$ cat src/rtl/fx2_slavefifo_arbiter.sv
// FX2 Slave FIFO bus owner: round-robin time-sharing of the bus between the
// EP2 stream-out reader and the EP6 stream-in writer, with bounded bursts,
// bus turnaround between grants and PKTEND for short packets.
module fx2_slavefifo_arbiter #(
    parameter int BURST_MAX  = 256,
    parameter int TURNAROUND = 2
) (
    input  logic        fx2_ifclk,
    input  logic        reset_n,
    input  logic [15:0] fx2_fdata_in,
    output logic [15:0] fx2_fdata_out,
    output logic        fx2_fdata_oe,
    output logic [1:0]  fx2_faddr,
    output logic        fx2_slrd,
    output logic        fx2_slwr,
    output logic        fx2_sloe,
    output logic        fx2_pkt_end,
    output logic        fx2_slcs,
    input  logic        fx2_flagb,
    input  logic        fx2_flagc,
    input  logic        rx_ready,
    output logic [15:0] rx_data,
    output logic        rx_valid,
    input  logic [15:0] tx_data,
    input  logic        tx_valid,
    input  logic        tx_last,
    output logic        tx_ready
);

    localparam int CW = $clog2(BURST_MAX) + 1;

    localparam logic [2:0] S_IDLE     = 3'd0;
    localparam logic [2:0] S_RD_SETUP = 3'd1;
    localparam logic [2:0] S_RD       = 3'd2;
    localparam logic [2:0] S_WR_SETUP = 3'd3;
    localparam logic [2:0] S_WR       = 3'd4;
    localparam logic [2:0] S_PKTEND   = 3'd5;
    localparam logic [2:0] S_TURN     = 3'd6;

    localparam logic [1:0] FADDR_EP2 = 2'b00;
    localparam logic [1:0] FADDR_EP6 = 2'b10;

    localparam logic [CW-1:0] BURST_LIM  = CW'(BURST_MAX);
    localparam logic [CW-1:0] BURST_LAST = CW'(BURST_MAX - 1);
    localparam logic [2:0]    TURN_LAST  = 3'(TURNAROUND - 1);

    logic [2:0]    state_q, state_d;
    logic [CW-1:0] count_q, count_d;
    logic [2:0]    turn_q, turn_d;
    logic          last_wr_q, last_wr_d;   // 1 = last grant went to the writer
    logic [1:0]    faddr_q, faddr_d;
    logic [15:0]   rx_data_q;
    logic          rx_valid_q;

    logic below_max;
    logic rd_req, wr_req, grant_rd, grant_wr;
    logic rd_go, wr_go;

    // Strobes are gated by the live flags so a flag drop suppresses the
    // strobe in the same cycle: never read an empty or write a full FIFO.
    assign below_max = (count_q < BURST_LIM);
    assign rd_go     = (state_q == S_RD) & fx2_flagb & rx_ready & below_max;
    assign wr_go     = (state_q == S_WR) & tx_valid & fx2_flagc & below_max;

    assign rd_req   = fx2_flagb & rx_ready;
    assign wr_req   = tx_valid & fx2_flagc;
    assign grant_rd = rd_req & (~wr_req | last_wr_q);
    assign grant_wr = wr_req & ~grant_rd;

    assign fx2_slrd      = ~rd_go;
    assign fx2_slwr      = ~wr_go;
    assign tx_ready      = wr_go;
    assign fx2_sloe      = ~((state_q == S_RD_SETUP) | (state_q == S_RD));
    assign fx2_fdata_oe  = (state_q == S_WR_SETUP) | (state_q == S_WR) | (state_q == S_PKTEND);
    assign fx2_pkt_end   = ~(state_q == S_PKTEND);
    assign fx2_faddr     = faddr_q;
    assign fx2_fdata_out = tx_data;
    assign fx2_slcs      = 1'b0;
    assign rx_data       = rx_data_q;
    assign rx_valid      = rx_valid_q;

    // Next-state, burst counter, turnaround counter and grant history.
    always_comb begin
        // NOTE: every variable assigned here gets a default first, so no path
        // leaves it unassigned and no latch is inferred.
        state_d   = state_q;
        count_d   = count_q;
        turn_d    = turn_q;
        last_wr_d = last_wr_q;
        faddr_d   = faddr_q;
        case (state_q)
            S_IDLE: begin
                if (grant_rd) begin
                    state_d   = S_RD_SETUP;
                    last_wr_d = 1'b0;
                    faddr_d   = FADDR_EP2;
                end else if (grant_wr) begin
                    state_d   = S_WR_SETUP;
                    last_wr_d = 1'b1;
                    faddr_d   = FADDR_EP6;
                end
            end
            S_RD_SETUP: begin
                count_d = '0;
                state_d = S_RD;
            end
            S_RD: begin
                if (rd_go) begin
                    count_d = count_q + CW'(1);
                end
                // Leave on the cycle of the final strobe so a full burst has
                // no dead cycle before turnaround.
                if (!rd_go || count_q == BURST_LAST) begin
                    state_d = S_TURN;
                    turn_d  = '0;
                end
            end
            S_WR_SETUP: begin
                count_d = '0;
                state_d = S_WR;
            end
            S_WR: begin
                if (wr_go) begin
                    count_d = count_q + CW'(1);
                end
                if (wr_go && tx_last) begin
                    state_d = S_PKTEND;
                end else if (!wr_go || count_q == BURST_LAST) begin
                    state_d = S_TURN;
                    turn_d  = '0;
                end
            end
            S_PKTEND: begin
                state_d = S_TURN;
                turn_d  = '0;
            end
            S_TURN: begin
                if (turn_q == TURN_LAST) begin
                    state_d = S_IDLE;
                end else begin
                    turn_d = turn_q + 3'd1;
                end
            end
            default: begin
                state_d = S_IDLE;
            end
        endcase
    end

    // Control state registers; reset drops every strobe immediately.
    always_ff @(posedge fx2_ifclk or negedge reset_n) begin
        // NOTE: sequential state uses non-blocking assignments so all
        // registers update together from the same pre-edge values.
        if (!reset_n) begin
            state_q   <= S_IDLE;
            count_q   <= '0;
            turn_q    <= '0;
            last_wr_q <= 1'b1;
            faddr_q   <= FADDR_EP2;
        end else begin
            state_q   <= state_d;
            count_q   <= count_d;
            turn_q    <= turn_d;
            last_wr_q <= last_wr_d;
            faddr_q   <= faddr_d;
        end
    end

    // Read datapath: bus word and strobe registered every cycle, 1-cycle latency.
    always_ff @(posedge fx2_ifclk or negedge reset_n) begin
        if (!reset_n) begin
            rx_data_q  <= '0;
            rx_valid_q <= 1'b0;
        end else begin
            rx_data_q  <= fx2_fdata_in;
            rx_valid_q <= rd_go;
        end
    end

endmodule

$ cat config.mk
export PLATFORM = sky130hd
export DESIGN_NAME = fx2_slavefifo_arbiter
export DESIGN_NICKNAME = d
export VERILOG_FILES = /design/src/rtl/fx2_slavefifo_arbiter.sv
export SDC_FILE = /design/constraint.sdc
export NUM_CORES = 1
export LEC_CHECK = 0
export BUFFER_PORTS_ARGS = -buffer_cell sky130_fd_sc_hd__buf_2
export CORE_MARGIN = 2
export CORE_UTILIZATION = 42
export CTS_BUF_LIST = sky130_fd_sc_hd__clkbuf_16
export CTS_CLUSTER_DIAMETER = 150
export CTS_CLUSTER_SIZE = 10
export DETAILED_ROUTE_END_ITERATION = 8
export HOLD_SLACK_MARGIN = 0.1
export PLACE_DENSITY = 0.76
export REMOVE_ABC_BUFFERS = 1
export SLEW_MARGIN = 40
export SYNTH_ARGS = -nofsm -noshare
export SYNTH_HDL_FRONTEND = slang
export SYNTH_SLANG_ARGS = --single-unit
export TNS_END_PERCENT = 20
$ cat constraint.sdc
create_clock -name fx2_ifclk -period 2.11 [get_ports fx2_ifclk]
set_input_delay 0.1055 -clock fx2_ifclk [delete_from_list [all_inputs] [get_ports fx2_ifclk]]
set_output_delay 0.1055 -clock fx2_ifclk [all_outputs]
set_load 0.05 [all_outputs]
# Yosys cells after proc, flatten, opt, wreduce, memory -nomap -nowiden
# Cells that the tools add are included.
[word_totals] reg_bits=35 wordCells=80 in_bits=39
[classes] magnitude_cmp=1 reduce_logical=14 bitwise_logic=20 mux=19 n_eq_ne=17 addsub=2
[op_table] operator="$mux 3" count=10
[op_table] operator="$pmux 9 s3" count=1
[op_table] operator="$pmux 3 s7" count=1
[op_table] operator="$mux 9" count=2
[op_table] operator="$pmux 3 s4" count=1
[op_table] operator="$and 1x1->1" count=10
[op_table] operator="$ne 2x2->1 const B" count=5
[op_table] operator="$add 9x1->9 const B" count=1
[op_table] operator="$eq 3x3->1 const B" count=3
[op_table] operator="$eq 9x8->1 const B" count=1
[op_table] operator="$lt 9x9->1 const B" count=1
[op_table] operator="$eq 3x1->1 const B" count=2
[op_table] operator="$eq 3x2->1 const B" count=2
[op_table] operator="$not 1->1" count=6
[op_table] operator="$reduce_and 5->1" count=1
[op_table] operator="$mux 2" count=2
[op_table] operator="$ne 2x1->1 const B" count=2
[op_table] operator="$or 1x1->1" count=4
[op_table] operator="$reduce_and 4->1" count=1
[op_table] operator="$reduce_bool 4->1" count=1
[op_table] operator="$add 3x1->3 const B" count=1
[op_table] operator="$logic_not 3->1" count=1
[op_table] operator="$ne 3x1->1 const B" count=1
[op_table] operator="$ne 3x3->1 const B" count=1
[op_table] operator="other kinds (9)" count=12

# Depth between registers and ports, before layout
[depth] word_depth=9 mapped_depth=8

# Worst setup path after synthesis
# Ideal clock, no wire load.
[synth_timing] path_type="reg2reg" startpoint="register count_q[0]" endpoint="register state_q[2]" period_less_slack_ps=2094 stages_incl_launch_ff=8 setup_ps=127 n_path_buf=0 t_arrival_ps=1966 required_time_ps=1983 path_slack_ps=16 path_cell_list="dfrtp_1 -> ha_1 -> and2_1 -> and3_1 -> ha_1 -> or3b_1 -> nand4_1 -> mux2_1"
[synth_between] elab_chain_len=6 word_cells_on_any_way=14
[synth_lines] item="start, declared" line="48" source="logic [CW-1:0] count_q, count_d;"
[synth_lines] item="start signal, assigned" line="162" source="count_q <= count_d;"
[synth_lines] item="$lt 9x9->1" line="61" source="assign below_max = (count_q < BURST_LIM);"
[synth_lines] item="$and 1x1->1 (on tied branches)" line="63, 62"
[synth_lines] item="$logic_not 1->1 (on tied branches)" line="128, 113"
[synth_lines] item="$logic_or 1x1->1 (on tied branches)" line="128, 113"
[synth_lines] item="$ne 3x1->1 (no source line) or $ne 2x1->1 (tied branches)"
[synth_lines] item="$reduce_and 4->1 (no source line)"
[synth_lines] item="end signal, assigned" line="161" source="state_q <= state_d;"
[synth_lines] item="end, declared" line="47" source="logic [2:0] state_q, state_d;"
# Parallel ways exist; a longest one is shown, timed or not.
# A chain may end at the register's enable or synchronous reset.

# Worst setup path after layout
# Ends and elaborated chain as after synthesis.

==> run_results.csv <==
group,metric,value,unit
global_routing,met1_usage,0.2345,
logic_synthesis,ys_top_cells_by_count,"dfrtp_1 (33), buf_4 (19), nand2_1 (9), nor2_1 (9), inv_1 (8)",
global_routing,top_usage_layer,"met2",
global_routing,use_met2,0.3029,
logic_synthesis,syn_area,1749,um2
routing,wirelength,3969,um
logic_synthesis,yosysUniqueCellTypes,47,
logic_synthesis,ys_top_cells_by_area,"dfrtp_1 (47%), buf_4 (8.2%), ha_1 (3.6%)",
global_routing,grt_max_degree,35,
worst_setup_path,worst-path-max-fanout,2,
logic_synthesis,synth_seq_cells,34,
floorplan,core,4000,um2
run,cap_violations,0,
sta,fin_ws,0.09367,ns
sta,finalClockSkew,0.002303,ns
routing,dr.pass1.iters,4,
layout,multi_input_area,695.7,um2
logic_synthesis,synth_edf_count,0,
floorplan,num_io_pins,81,
place,io_buffers,46,
worst_setup_path,start_kind,"flip-flop",
layout,area_delta_synth_final,30.54,%
clocking,htree_num_levels,2,
layout,final_core_util,0.5708,
logic_synthesis,seq_area_frac_synth,0.4871,
logic_synthesis,yosys.area.top_type,"dfrtp_1",
layout,num-nets-final,262,
status,status,"finished, final reports clean",
floorplan,die_w,68.54,um
place,gp_congestion,0.8237,
place,dp.final_hpwl,2641,um
logic_synthesis,synth_top_area_share,0.4721,
worst_setup_path,critPathArrivalTime,2.18,ns
global_routing,grt_pass1_vias,1428,
global_routing,grt-ovfl-total,0,
place,place_ws,0.04263,ns
floorplan,core.rowCount,23,
clocking,clkSinkCount,34,
routing,vias_per_cell,5.186,
layout,diodes,0,
routing,wl_per_cell,14.75,um
clocking,insertion_delay,0.28,ns
clocking,clk_pin_slew,0.05,ns
routing,drt_iter0_drc,92,
worst_setup_path,rrSetupSlack,0.09,ns
worst_setup_path,required,2.27,ns
global_routing,grt_antenna_before_repair,0,
sta,final.setup.tns,0,ns
sta,final_hold_viol_count,0,
layout,layout-drive-gt1-share,0.3470,
logic_synthesis,yosysMostFrequentCell,"dfrtp_1",
clocking,cts_buffers,5,
clocking,cts_tree,"yes",
layout,seqCellArea,852.1,um2
layout,fill_cells,331,
layout,fin_cells,269,
worst_setup_path,worstSetupPathType,"flip-flop to flip-flop",
routing,ant_nets,0,
floorplan,initial_utilization,0.4373,
hold_path,min_path_type,"input port to flip-flop",
logic_synthesis,synthCells,161,
floorplan,dieArea,4697,um2
power,cellPowerDensity,1195,nW/um2
logic_synthesis,synthArstFlopShare,1.000,
sta,rsz0062_at_grt,"no",
sta,slew_viol_final,0,
sta,setup_violations,0,
routing,vias,1395,
clocking,cts_root_buf,"clkbuf_16",
global_routing,grt_pass1_wl,6651,um
global_routing,met3_usage,0.1136,
routing,drc,0,
sta,period_needed,2.016,ns
floorplan,die_y,68.54,um
place,dp_cells,243,
global_routing,grt_use_total,0.2001,
logic_synthesis,synthFlopType,"dfrtp_1",
sta,max_freq,496.0,MHz
power,p_leak,1.147,nW
logic_synthesis,ys_warn_count,0,
clocking,cts_buffer_depth,2,
power,vdd_drop_max,0.0006489,V
worst_setup_path,crit_path_end_kind,"flip-flop",
sta,period_share,0.9556,
logic_synthesis,avgSynthCellArea,10.86,um2
==> power breakdown <==
part,internal (mW),total [mW],switching (mW)
clock,0.552,0.817,0.265
combinational,0.429,1.05,0.621
sequential,0.769,0.862,0.0936
==> state kept, by name, indices dropped and copies added (netlist names) <==
signal,flops
rx_data,16
count_q,9
state_q,3
turn_q,3
fx2_faddr,1
last_wr_q,1
rx_valid,1
==> cells in the final DEF (no fill, tap or decap), drive strengths merged, types with 2 or more instances in the layout <==
cell type and instances:
buf 55, dfrtp 33, dlygate4sd3 17, inv 10, nand2 9, nor2 9, nand3 7, mux2 7
nor2b 6, o21ai 6, and3 5, clkbuf 5, ha 5, a21oi 4, a21o 3, a211o 3
nand2b 3, o2111ai 3, nor3 3, nand4 2, o211ai 2, conb 2, and2 2, nor4b 2
==> routing by layer <==
layer	part of all wire	up-vias
met3	0.12	6
met5	0	-
li1	-	655
met1	0.39	654
met4	0.016	0
met2	0.47	80
==> worst max-delay path: stages (launching register included) <==
cell and delay (ns):
dfrtp_1 0.38, ha_2 0.19, and2_1 0.16, and3_1 0.18
ha_2 0.18, or3b_4 0.40, nand4_1 0.12, mux2_4 0.30
==> path summary, 6_finish.rpt <==
check / from / endpoint / cells past startpoint
worst max register to register: count_q[0] / state_q[2] / 7
worst min-delay path: tx_valid / last_wr_q / 3
max in group asynchronous: reset_n / last_wr_q / 2
min in group asynchronous: reset_n / state_q[0] / 2
worst min register to register: last_wr_q / last_wr_q / 2
worst max-delay path: count_q[0] / state_q[2] / 7
==> through the flow <==
stage | total power, mW | area [um2] | hold WS [ns]
floorplan | 1.542 | 1569 | -0.1901
global placement | 1.810 | 1922 | 0.2080
detailed placement | 1.831 | 1922 | 0.2118
CTS | 2.680 | 2258 | 0.1035
global route | 2.910 | 2283 | 0.1114
finish | 2.729 | 2283 | 0.1045
==> cell families after synthesis <==
group / count (synthesis) / synth area share
fa+ha+maj: 5 / 0.03577
buf+inv: 32 / 0.1259
simple gates: 54 / 0.1846
flops: 34 / 0.4871
xor+xnor: 1 / 0.005008
compound gates: 27 / 0.1123
mux: 7 / 0.04721
other cells: 1 / 0.002144
==> final cells by class <==
cell class / instances / share of cell area
well taps: 50 / 0.02740
clock inverters: 3 / 0.01808
multi-input cells: 96 / 0.3047
repair buffers: 72 / 0.2060
inverters: 9 / 0.01589
flip-flops and latches: 34 / 0.3732
clock buffers: 5 / 0.05479
==> timing repair <==
action	CTS	global route
endpoints found under the setup margin	0	3
hold buffers	17	0
endpoints found under the hold margin	49	0
buffers inserted	0	1
resized for setup	0	5
Power figures use the tool's default switching activity.
